[src/rtl/arb_pkg.sv]
// Shared constants, state encoding and small helpers for the 4-way round-robin
// bus arbiter (bus_arbiter_rr4) and its picker (rr_pick4).
package arb_pkg;

   localparam int NUM_REQ    = 4;
   localparam int SEL_W      = 2;
   // Wide enough for the largest turnaround length (15 dead cycles).
   localparam int TURN_CNT_W = 4;

   typedef enum logic [1:0] {
      ARB_IDLE  = 2'd0,
      ARB_GRANT = 2'd1,
      ARB_TURN  = 2'd2
   } arb_state_e;

   function automatic logic [NUM_REQ-1:0] onehot(input logic [SEL_W-1:0] idx);
      logic [NUM_REQ-1:0] v;
      v      = '0;
      v[idx] = 1'b1;
      return v;
   endfunction

endpackage

[src/rtl/rr_pick4.sv]
// Combinational round-robin picker: first set request bit scanning from ptr
// upward modulo 4, plus an any-request flag.
module rr_pick4
   import arb_pkg::*;
(
   input  logic [NUM_REQ-1:0] req,
   input  logic [SEL_W-1:0]   ptr,
   output logic [SEL_W-1:0]   winner,
   output logic               any
);

   // rot[k] is the request that sits k positions after the pointer.
   logic [NUM_REQ-1:0] rot;

   genvar gi;
   generate
      for (gi = 0; gi < NUM_REQ; gi++) begin : g_rot
         assign rot[gi] = req[ptr + SEL_W'(gi)];
      end
   endgenerate

   always_comb begin
      winner = ptr;
      for (int k = NUM_REQ - 1; k >= 0; k--) begin
         if (rot[k]) begin
            winner = ptr + SEL_W'(k);
         end
      end
   end

   assign any = |req;

endmodule

[src/rtl/bus_arbiter_rr4.sv]
// Round-robin owner arbitration for a shared 4:1 mux / tristate path with dead
// cycles between owners. Define ARB_TIMEOUT_EN to build hold-timeout preemption.
module bus_arbiter_rr4
   import arb_pkg::*;
#(
   parameter int TURN_CYCLES = 1,
   parameter int MAX_HOLD    = 8
)(
   input  logic               clk,
   input  logic               rst,
   input  logic [NUM_REQ-1:0] req,
   output logic [NUM_REQ-1:0] gnt,
   output logic [SEL_W-1:0]   sel,
   output logic               en,
   output logic               busy
);

   localparam logic [TURN_CNT_W-1:0] TURN_LOAD = TURN_CNT_W'(TURN_CYCLES - 1);

   arb_state_e            state_q;
   logic [NUM_REQ-1:0]    gnt_q;
   logic [SEL_W-1:0]      sel_q;
   logic [SEL_W-1:0]      ptr_q;
   logic                  en_q;
   logic                  busy_q;
   logic [TURN_CNT_W-1:0] turn_cnt_q;

   logic [SEL_W-1:0]      winner;
   logic                  any_req;
   logic                  owner_release;
   logic                  preempt;
   logic                  leave_grant;
   logic                  start_grant;

   rr_pick4 u_pick (
      .req    (req),
      .ptr    (ptr_q),
      .winner (winner),
      .any    (any_req)
   );

   assign owner_release = ~req[sel_q];

`ifdef ARB_TIMEOUT_EN
   localparam int                    HOLD_CNT_W = 8;
   localparam logic [HOLD_CNT_W-1:0] HOLD_SAT   = HOLD_CNT_W'(MAX_HOLD);
   localparam logic [HOLD_CNT_W-1:0] HOLD_LAST  = HOLD_CNT_W'(MAX_HOLD - 1);

   logic [HOLD_CNT_W-1:0] hold_q;
   logic [HOLD_CNT_W-1:0] hold_d;
   logic                  others_waiting;

   assign others_waiting = |(req & ~gnt_q);
   assign hold_d         = (hold_q == HOLD_SAT) ? hold_q : hold_q + 1'b1;
   // hold_q counts completed grant cycles, so HOLD_LAST marks the final one.
   assign preempt        = (hold_q >= HOLD_LAST) && others_waiting;

   always_ff @(posedge clk or posedge rst) begin
      if (rst) begin
         hold_q <= '0;
      end else if (state_q == ARB_GRANT) begin
         hold_q <= hold_d;
      end else begin
         hold_q <= '0;
      end
   end
`else
   logic unused_max_hold;

   assign preempt         = 1'b0;
   assign unused_max_hold = (MAX_HOLD != 0);
`endif

   // Release and timeout both lead to the same single TURN sequence.
   assign leave_grant = owner_release | preempt;
   assign start_grant = any_req &&
                        ((state_q == ARB_IDLE) ||
                         (state_q == ARB_TURN && turn_cnt_q == '0));

   always_ff @(posedge clk or posedge rst) begin
      if (rst) begin
         state_q    <= ARB_IDLE;
         gnt_q      <= '0;
         sel_q      <= '0;
         ptr_q      <= '0;
         en_q       <= 1'b0;
         busy_q     <= 1'b0;
         turn_cnt_q <= '0;
      end else if (start_grant) begin
         state_q <= ARB_GRANT;
         sel_q   <= winner;
         gnt_q   <= onehot(winner);
         ptr_q   <= winner + 1'b1;
         en_q    <= 1'b1;
         busy_q  <= 1'b1;
      end else begin
         case (state_q)
            ARB_GRANT: begin
               if (leave_grant) begin
                  state_q    <= ARB_TURN;
                  gnt_q      <= '0;
                  en_q       <= 1'b0;
                  turn_cnt_q <= TURN_LOAD;
               end
            end
            ARB_TURN: begin
               if (turn_cnt_q != '0) begin
                  turn_cnt_q <= turn_cnt_q - 1'b1;
               end else begin
                  state_q <= ARB_IDLE;
                  busy_q  <= 1'b0;
               end
            end
            ARB_IDLE: begin
               busy_q <= 1'b0;
            end
            default: begin
               state_q <= ARB_IDLE;
               gnt_q   <= '0;
               en_q    <= 1'b0;
               busy_q  <= 1'b0;
            end
         endcase
      end
   end

   assign gnt  = gnt_q;
   assign sel  = sel_q;
   assign en   = en_q;
   assign busy = busy_q;

endmodule

[config.mk]
export PLATFORM = sky130hd
export DESIGN_NAME = bus_arbiter_rr4
export DESIGN_NICKNAME = d
export VERILOG_FILES = /design/src/rtl/arb_pkg.sv /design/src/rtl/rr_pick4.sv /design/src/rtl/bus_arbiter_rr4.sv
export SDC_FILE = /design/constraint.sdc
export NUM_CORES = 1
export LEC_CHECK = 0
export ABC_AREA = 1
export BUFFER_PORTS_ARGS = -buffer_cell sky130_fd_sc_hd__buf_2
export CAP_MARGIN = 10
export CORE_UTILIZATION = 47
export DETAILED_ROUTE_END_ITERATION = 12
export PLACE_DENSITY = 0.81
export SYNTH_ARGS = -nofsm -noshare
export SYNTH_HDL_FRONTEND = slang
export SYNTH_HIERARCHICAL = 1
export SYNTH_SLANG_ARGS = --single-unit
export TNS_END_PERCENT = 5
[constraint.sdc]
create_clock -name clk -period 1.7 [get_ports clk]
set_clock_uncertainty 0.15 [all_clocks]
set_input_delay 0.255 -clock clk [delete_from_list [all_inputs] [get_ports clk]]
set_output_delay 0.255 -clock clk [all_outputs]
set_load 0.02 [all_outputs]
# Yosys cells after proc, flatten, opt, wreduce, memory -nomap -nowiden
# Index checks and enable logic that the tools add are counted.
dict set report word_totals {
  register_bits 16
}
dict set report op_classes {
  magnitude_cmp 7
  reduce_logical 14
  n_eq_ne 9
  add_sub_neg 5
  n_bitwise 1
  muxes 31
}
# operator count
set ops {}
lappend ops {{$lt A2 B3 Y1 const B} 6}
lappend ops {{$pmux W4 S2} 2}
lappend ops {{$mux W2} 7}
lappend ops {{$mux W4} 3}
lappend ops {{$bmux W1 S2} 5}
lappend ops {{$mux W1} 10}
lappend ops {{$ne A2 B2 Y1 const B} 3}
lappend ops {{$ne A3 B3 Y1 const B} 2}
lappend ops {{$pmux W2 S3} 1}
lappend ops {{$add A2 B1 Y2 const B} 2}
lappend ops {{$add A2 B2 Y2 const B} 2}
lappend ops {{$logic_not A4 Y1} 1}
lappend ops {{$ne A2 B1 Y1 const B} 2}
lappend ops {{$pmux W1 S2} 2}
lappend ops {{$reduce_and A2 Y1} 2}
lappend ops {{$reduce_and A4 Y1} 1}
lappend ops {{$reduce_bool A4 Y1} 1}
lappend ops {{$reduce_or A4 Y1} 1}
lappend ops {{$sub A4 B1 Y4 const B} 1}
lappend ops {{$logic_and A1 B1 Y1} 3}
lappend ops {{$reduce_and A3 Y1} 1}
lappend ops {{$demux W1 S2} 1}
lappend ops {{$eq A2 B1 Y1 const B} 1}
lappend ops {{$eq A2 B2 Y1 const B} 1}
lappend ops {{6 further kinds} 6}

# Depth between registers and ports, before layout
# Gate-level depths: netlist (run 1).
dict set report logic_depth {
  depth_word 12
  mapped_depth 15
  depth_no_buf 14
}

# Cells and area by module
# The synthesis (run 1) kept the hierarchy.
# module area_each_um2 cells_per_inst seq_area_each_um2 n_inst
set modules_own_cells {}
lappend modules_own_cells {bus_arbiter_rr4 842.1 98 400.4 1}
lappend modules_own_cells {rr_pick4 217.7 50 0.0 1}

# Worst setup path before layout (run 1)
# Ideal clock, no wire load.
dict set report synth_path {
  path_type {reg-to-reg}
  startpoint {register ptr_q[0]}
  endpoint {register ptr_q[1]}
  required_time_ns 1.433
  stages_incl_launch_ff 15
  t_arrival_ns 1.596
  slack_ns -0.162
  period_less_slack_ns 1.862
  path_cell_list {dfrtp_1 -> buf_6 -> inv_6 -> nand2_1 -> nand2_1 -> nand2_1 -> nand2_1 -> nand2_1 -> nand2_1 -> nand3_1 -> nand2_1 -> inv_1 -> ha_1 -> nand3_1 -> nand2_1}
}
dict set report synth_via {
  elab_chain_len 8
  word_cells_on_any_way 16
  cone_classes {4 x add/sub; 12 x mux}
}
# item line_no
set synth_lines {}
lappend synth_lines {{start: declaration} bus_arbiter_rr4.sv:23} ;# logic [SEL_W-1:0] ptr_q;
lappend synth_lines {{start signal: assignment} bus_arbiter_rr4.sv:93} ;# ptr_q <= winner + 1'b1;
lappend synth_lines {{$add A2 B2 Y2} {rr_pick4.sv:18, rr_pick4.sv:26}}
lappend synth_lines {{$bmux W1 S2} rr_pick4.sv:18} ;# assign rot[gi] = req[ptr + SEL_W'(gi)];
lappend synth_lines {{$mux W1 (not written as such)} rr_pick4.sv:18}
lappend synth_lines {{$mux W2 (3 in series)} rr_pick4.sv:25} ;# if (rot[k]) begin
lappend synth_lines {{$mux W2 *} rr_pick4.sv:25}
lappend synth_lines {{named net winner[0]} bus_arbiter_rr4.sv:28} ;# logic [SEL_W-1:0] winner;
lappend synth_lines {{$add A2 B1 Y2 *} bus_arbiter_rr4.sv:93}
# Mark *: on every way through the listed nets, which the timed path passes. The rest lies on a longest branch. The select of a mux whose other input is x is not followed.
# A chain may end at the register's enable or synchronous reset.

# Worst setup path after layout (run 1)
# Same ends and word-level chain as after synthesis.

==> results of run 1 <==
layer usage:
layer,up-vias,routed length [um]
li1,520,-
met1,500,1150
met2,38,1280
met3,6,142
met4,0,36
met5,-,0
worst max-delay path: stages, from the launching register on:
cell     delay, ns
dfrtp_2       0.43
buf_6         0.13
inv_8         0.06
nand2_1       0.05
nand2_1       0.09
nand2_1       0.09
nand2_1       0.09
inv_1         0.05
nand2_2       0.07
nand2_2       0.06
nand2_2       0.08
nand2_4       0.07
inv_4         0.07
ha_4          0.20
nand3_2       0.06
nand2_1       0.04
cells by family (layout without fill, tap and decap cells):
logic type | after synthesis | count (layout) | synth area share
compound gates | 9 | 9 | 0.0531
fa+ha+maj | 6 | 6 | 0.0708
simple gates | 92 | 92 | 0.391
buf+inv | 25 | 57 | 0.107
flops | 16 | 16 | 0.378
layout by cell type, fill, tap and decap left out:
| cell type | instances |
|---|---|
| nand3_2 | 4 |
| nand2_2 | 24 |
| dfrtp_1 | 14 |
| buf_4 | 15 |
| clkbuf_4 | 3 |
| buf_6 | 2 |
| o21ai_1 | 2 |
| nand3_1 | 15 |
| inv_8 | 1 |
| nor2_1 | 3 |
| nor3b_1 | 1 |
| a21oi_1 | 1 |
| inv_1 | 16 |
| inv_4 | 3 |
| ha_1 | 5 |
| dfrtp_2 | 2 |
| nor2_2 | 3 |
| o21ai_0 | 1 |
| nand3b_1 | 1 |
| dlygate4sd3_1 | 1 |
| nand2_4 | 1 |
| a21oi_2 | 1 |
| inv_2 | 3 |
| nor2_4 | 1 |
| ha_4 | 1 |
| o21ai_2 | 4 |
| buf_2 | 13 |
| nand4_1 | 1 |
| nand2_1 | 38 |
flip-flops by register name, summed over array words and instances, names as in the netlist:
name and count:
sel 2, turn_cnt_q 4, en 1, state_q 2, gnt 4, ptr_q 2, busy 1
Yosys cell counts, drive strengths merged:
library cell,count,share of area
o21ai,7,0.044
nand3,19,0.090
a21oi,2,0.0094
nor2,7,0.039
nand2,63,0.24
dfrtp,16,0.38
ha,6,0.071
nand4,1,0.0059
nand3b,1,0.0071
nor3b,1,0.0071
buf,2,0.021
inv,23,0.086
what timing repair did:
action                                 in CTS  in global routing
hold buffers                                1                  0
setup endpoints to repair                   8                  8
pin swaps                                   6                 13
setup buffers                               6                  2
resized for setup                           7                 23
endpoints found under the hold margin      16                  0
power by group:
group	leakage, nW	internal [mW]	switching (mW)
registers	0.203	0.516	0.129
logic	0.577	0.893	1.20
clock network	0.0138	0.0824	0.117
total	0.793	1.49	1.45
how the worst max path moves through the flow:
stage / start / to / slack, ns
floorplan: ptr_q[0] / ptr_q[1] / -0.06
global placement: ptr_q[0] / gnt[2] / -0.14
detailed placement: ptr_q[0] / ptr_q[1] / -0.26
CTS: ptr_q[0] / sel[0] / -0.15
global route: ptr_q[0] / ptr_q[1] / -0.28
finish: ptr_q[0] / ptr_q[1] / -0.21
layout make-up:
class | count | area, um^2 | share of cell area
tap | 27 | 33.8 | 0.0241
clock buffer | 3 | 22.5 | 0.0160
sequential | 16 | 403 | 0.287
multi-input combinational | 107 | 633 | 0.451
inverter | 23 | 101 | 0.0722
timing repair buffer | 31 | 210 | 0.150
per-stage QoR:
| stage | instance area [um^2] | setup TNS (ns) | util | cells | hold WS [ns] |
|---|---|---|---|---|---|
| 3_5_place_dp | 1230 | -1.34 | 0.604 | 195 | 0.220 |
| 5_1_grt | 1400 | -1.77 | 0.688 | 207 | 0.345 |
| 3_3_place_gp | 1230 | -0.557 | 0.604 | 195 | 0.203 |
| 2_1_floorplan | 1090 | -0.0862 | - | 148 | 0.0187 |
| 4_1_cts | 1330 | -0.804 | 0.650 | 205 | 0.279 |
| 6_report | 1400 | -1.24 | 0.688 | 207 | 0.304 |
==> metrics.md, run 1 <==
| Metric | Value |
|---|---|
| Status | `finished, violations left` |
| Failing checks | `setup timing` |
| GRT met1 Usage | `0.250` |
| Gr usage total | `0.216` |
| Starting Density | `0.519` |
| Vias in the first global route | `roughly 960` |
| Worst Hold Path Cells | `5` |
| Via count | `around 1,100` |
| Final ANT Viol Nets | `0` |
| Worst slew margin relative to its limit | `0.583` |
| Min Tclk post-route | `approximately 1.9 ns` |
| Remaining Overflow, GRT | `0` |
| DP Wirelength | `between 1500 and 2000 um` |
| Syn Area/Cell | `around 7 um^2` |
| Vias per cell | `between 5 and 6` |
| Hold crit path type | `in -> reg` |
| Die area | `about 0.0024 mm^2` |
| Layout area overhead | `32.5%` |
| Fmax | `approximately 0.52 GHz` |
| CTS Buf Count | `3` |
| Antenna violations before repair | `0` |
| Req. time, crit path | `1.74 ns` |
| # setup viols final | `7` |
| Total wire length | `about 2600 um` |
| Leakage power | `between 0.7 and 0.8 nW` |
| Fillers | `roughly 170` |
| CTS tree | `done` |
| Pin count of the biggest net entering global routing | `17` |
| DR pass1 iterations | `4` |
| Setup crit start kind | `flop` |
| Yosys warns | `6` |
| First-pass GRT wire length | `roughly 4000 um` |
| Core outline area | `just over 0.002 mm^2` |
| Cells after Synth | `148` |
| Skew-Pair Late Insertion Delay | `0.29 ns` |
| Htree depth | `1` |
| R2R depth | `15` |
| Clk pin slew, worst setup/hold paths | `roughly 0.09 ns` |
| Sequential share of the synthesized area | `0.378` |
| Endpoint, Worst Hold | `state_q[0]` |
| Crit. End Element | `flop` |
| Worst Max-Slew Pin Slew | `0.625 ns` |
| Die X | `49.5 um` |
| Max-slew violation count | `0` |
| CP Max Fanout | `6` |
| Root buffer cell | `clkbuf_4` |
| Max VDD drop | `around 1.4 mV` |
| Number of diodes | `0` |
| Critical Path AT | `1.95 ns` |
| Max-cap violation count | `0` |
| Layout cells sized above 1 | `0.450` |
| Synth Register Bits | `16` |
| GR Util met3 | `0.0586` |
| Clock buffer depth | `2` |
| Pwr/cell area | `about 2100 mW/mm^2` |
| Drt wl/cell | `between 10 and 15 um` |
| Met2 Use GR | `0.388` |
| GR peak layer | `met2` |
| Final worst slack | `-0.213 ns` |
| R2r endpoint | `ptr_q[1]` |
| Final Wtd Congestion | `between 0.8 and 0.9` |
| # DRC | `0` |
| Crit Path Class | `reg -> reg` |
| Final hold vios | `0` |
| Netlist cell types | `19` |
| IO Count | `14` |
| RR Startpoint | `ptr_q[0]` |
| Overall power | `2.94 mW` |
| NumNets Final | `slightly below 200` |
| Final worst-path cycle share | `1.13` |
| Rows | `16` |
| Pre-CTS WS | `-0.258 ns` |
| Unrepaired setup endpoints after global routing | `true` |
| Min-delay src | `req[2]` |
| Synth Cell Area | `~0.0011 mm^2` |
| 1st-iter DRT viols | `27` |
| Die H | `~49 um` |
| Mapped Nets | `160` |
| R2R Setup Slk | `-0.21 ns` |
| I/O Buffers | `13` |
| Sink Count | `16` |
Note: power is estimated with default switching activity, not from simulation.
==> run 2: changes to the inputs <==
--- a/config.mk
+++ b/config.mk
@@ -5,12 +5,13 @@
 export SDC_FILE = /design/constraint.sdc
 export NUM_CORES = 1
 export LEC_CHECK = 0
-export ABC_AREA = 1
 export BUFFER_PORTS_ARGS = -buffer_cell sky130_fd_sc_hd__buf_2
 export CAP_MARGIN = 10
-export CORE_UTILIZATION = 47
+export CELL_PAD_IN_SITES_DETAIL_PLACEMENT = 0
+export CELL_PAD_IN_SITES_GLOBAL_PLACEMENT = 1
+export CORE_UTILIZATION = 38
 export DETAILED_ROUTE_END_ITERATION = 12
-export PLACE_DENSITY = 0.81
+export PLACE_DENSITY = 0.83
 export SYNTH_ARGS = -nofsm -noshare
 export SYNTH_HDL_FRONTEND = slang
 export SYNTH_HIERARCHICAL = 1
==> metrics.md, run 2 <==
| Metric | Value |
|---|---|
| Cell taking the most area after synthesis | `dfrtp_1` |
| Net load switching power | `0.941 mW (-35%)` |
| Clock buffer depth | `2 (unchanged)` |
| CTS tree | `done` |
| Drt wl/cell | `12.6 um (+0.11%)` |
| Skew-Pair Late Insertion Delay | `0.29 ns (about the same)` |
| NumNets Final | `136 (-30%)` |
| # DRC | `0 (unchanged)` |
| Overall power | `2.46 mW (-16%)` |
| Antenna violations before repair | `0 (unchanged)` |
| Die X | `50.8 um (+2.6%)` |
| Rows | `17 (+1)` |
| Most frequent cell after synthesis | `dfrtp_1` |
| Cell chain of the critical path | `and2b_2, or4_4, nand2_4, inv_2, ha_4, mux2_4` |
| Final hold vios | `0 (unchanged)` |
| Layout cells sized above 1 | `0.528 (+0.0785)` |
| Remaining Overflow, GRT | `0 (unchanged)` |
| Yosys warns | `6 (unchanged)` |
| I/O Buffers | `13 (unchanged)` |
| Final worst-path cycle share | `1.13 (+0.00535)` |
| Worst stage delay on the critical path | `0.54 ns (+0.11 ns)` |
| Final ANT Viol Nets | `0 (unchanged)` |
| Starting Density | `0.405 (-0.114)` |
| Root buffer cell | `clkbuf_4` |
| Die H | `50.8 um (+2.6%)` |
| Min Tclk post-route | `1.92 ns (+0.00910 ns)` |
| First-pass GRT wire length | `3210 um (-19%)` |
| Vias per cell | `4.83 (-5.9%)` |
| Pwr/cell area | `1910 mW/mm^2 (-8.8%)` |
| Most common cell after layout, fill and taps aside | `buf_4` |
| DP Wirelength | `1440 um (-18%)` |
| Final worst slack | `-0.222 ns (-0.00910 ns)` |
| Core outline area | `0.00223 mm^2 (+9.4%)` |
| Int Power | `1.51 mW (+1.6%)` |
| Netlist cell types | `27 (+8)` |
| Leakage power | `0.647 nW (-18%)` |
| Die area | `0.00258 mm^2 (+5.3%)` |
| CP Max Fanout | `2 (-4)` |
| Clock power share | `0.103 (+0.035)` |
| Cells after Synth | `83 (-44%)` |
| Flop pwr share | `0.266 (+0.047)` |
| Worst Max-Slew Pin Slew | `0.603 ns (-0.0217 ns)` |
| Top cells by count, synth | `dfrtp_1, nor2_1, ha_1, inv_1, nand2b_1` |
| Gr usage total | `0.176 (-0.0391)` |
| Failing checks | `setup timing` |
| Via count | `730 (-31%)` |
| Asr flop ratio synth | `1.00 (unchanged)` |
| Max-slew violation count | `0 (unchanged)` |
| Fmax | `0.520 GHz (-0.47%)` |
| Crit. End Element | `flop` |
| 1st-iter DRT viols | `7 (-74%)` |
| Hold crit path type | `in -> reg` |
| Final Wtd Congestion | `0.750 (-14%)` |
| Vias in the first global route | `720 (-25%)` |
| Most frequent cells in the layout | `buf_4, dfrtp_1, buf_2, nor2_1, nand2b_1` |
| Critical Path AT | `1.96 ns (about the same)` |
| Synth Cell Area | `905 um^2 (-15%)` |
| Sequential cell area | `400 um^2 (-0.62%)` |
| Layout area overhead | `42.2%` |
| CTS Buf Count | `3 (unchanged)` |
| Placed cells | `145 (-26%)` |
| Sequential share of the synthesized area | `0.443 (+0.0648)` |
| Final Util | `0.576 (-0.112)` |
| Total wire length | `1900 um (-27%)` |
| Pin count of the biggest net entering global routing | `17 (unchanged)` |
| Hold Slack | `0.337 ns (+0.0329 ns)` |
| Multi-input logic area | `532 um^2 (-16%)` |
| Slowest cell on crit path | `or4_4` |
| Dominant synthesized flop cell | `dfrtp_1` |
| Area share of the largest cell type after synthesis | `0.443 (+0.0648)` |
| IO Count | `14 (unchanged)` |
| Setup TNS Final | `-2.04 ns (-0.796 ns)` |
| Largest cells by area after synthesis | `dfrtp_1, ha_1, a22o_2, nand2b_1, mux2_2` |
| # setup viols final | `14 (+7)` |
| Worst slew margin relative to its limit | `0.598 (+0.0145)` |
| Share of power burned in combinational logic | `0.631 (-0.082)` |
| Clk pin slew, worst setup/hold paths | `0.10 ns (about the same)` |
| Synth Register Bits | `16 (unchanged)` |
| Req. time, crit path | `1.74 ns (about the same)` |
| Unrepaired setup endpoints after global routing | `true` |
| Max VDD drop | `1.24 mV (-10%)` |
| Sink Count | `16 (unchanged)` |
| Status | `finished, violations left` |
| Number of diodes | `0 (unchanged)` |
| Setup crit start kind | `flop` |
| Mapped Nets | `95 (-41%)` |
| Fin cells | `151 (-27%)` |
| Syn Area/Cell | `10.9 um^2 (+52%)` |
| Max-cap violation count | `0 (unchanged)` |
| DR pass1 iterations | `4 (unchanged)` |
| Count of flip-flops with a built-in enable after synthesis | `0 (unchanged)` |
| Fillers | `202 (+17%)` |
| Switching Share | `0.383 (-0.109)` |
| Htree depth | `1 (unchanged)` |
| Crit Path Class | `reg -> reg` |
[run 2: changes by cell type after synthesis, sizes merged, moves of 4 or more]
cell	before	now
a22o	0	4
and2b	0	4
inv	23	6
mux2	0	4
nand2	63	4
nand2b	0	6
nand3	19	3
[run 2: worst paths after layout]
kind                          start    endpoint  slack, ns  depth (start not counted)
setup / recovery           ptr_q[0]    ptr_q[1]      -0.22                          6
hold / removal               req[3]  state_q[1]       0.34                          3
setup reg to reg           ptr_q[0]    ptr_q[1]      -0.22                          6
hold reg to reg              gnt[2]      gnt[2]       0.35                          1
max in group asynchronous       rst      sel[0]       0.59                          3
min in group asynchronous       rst  state_q[0]       0.41                          3
[run 2: layout make-up]
class                           instances  share of cell area
Tap cell                               28              0.0272
Inverter                                6              0.0175
Timing Repair Buffer                   37               0.202
Sequential cell                        16               0.311
Clock buffer                            4              0.0282
Multi-Input combinational cell         60               0.413
[run 2: per-stage QoR]
stage / area (um^2) / setup slack, ns
global route: 1290 / -0.279
global placement: 1180 / -0.239
finish: 1290 / -0.222
floorplan: 923 / -0.237
detailed placement: 1180 / -0.257
CTS: 1250 / -0.221
[run 2: power by group through the flow]
stage	Clock, mW	Combinational (mW)	Sequential [mW]
4_1_cts	0.263	1.46	0.654
5_1_grt	0.280	1.72	0.669
3_3_place_gp	0	1.33	0.655
2_1_floorplan	0	0.751	0.752
6_report	0.253	1.55	0.653
3_5_place_dp	0	1.38	0.657
[run 2: routing by layer]
metal / vias up / GRT usage / part of all wire / wire [um]
li1: 371 / - / - / -
met1: 342 / 0.205 / 0.45 / 853
met2: 13 / 0.307 / 0.51 / 969
met3: 4 / 0.0545 / 0.027 / 51
met4: 0 / 0.0556 / 0.015 / 28
met5: - / 0 / 0 / 0
[run 2: critical path, delay by kind of cell (launching register included)]
kind          cells  cell delay, ns
simple gates      3            0.83
flops             1            0.35
mux               1            0.25
fa+ha+maj         1            0.20
buf+inv           1            0.05
[run 2: cell families (layout without fill, tap and decap cells)]
logic type                 after synthesis  count (layout)  synth area share
adders and majority gates                6               6            0.0830
DFF                                     16              16             0.443
AOI/OAI and AO/OA                       17              17             0.154
buffers and inverters                    7              47            0.0373
muxes                                    5               5            0.0788
and+or+nand+nor                         30              30             0.185
xor gates and xnor gates                 2               2            0.0194
[run 2: timing repair]
action,in CTS,in global routing
gates resized for setup,4,8
gates cloned,0,0
endpoints found under the hold margin,16,0
setup buffers,1,0
pin swaps,3,2
hold buffers,1,0
setup endpoints to repair,15,15
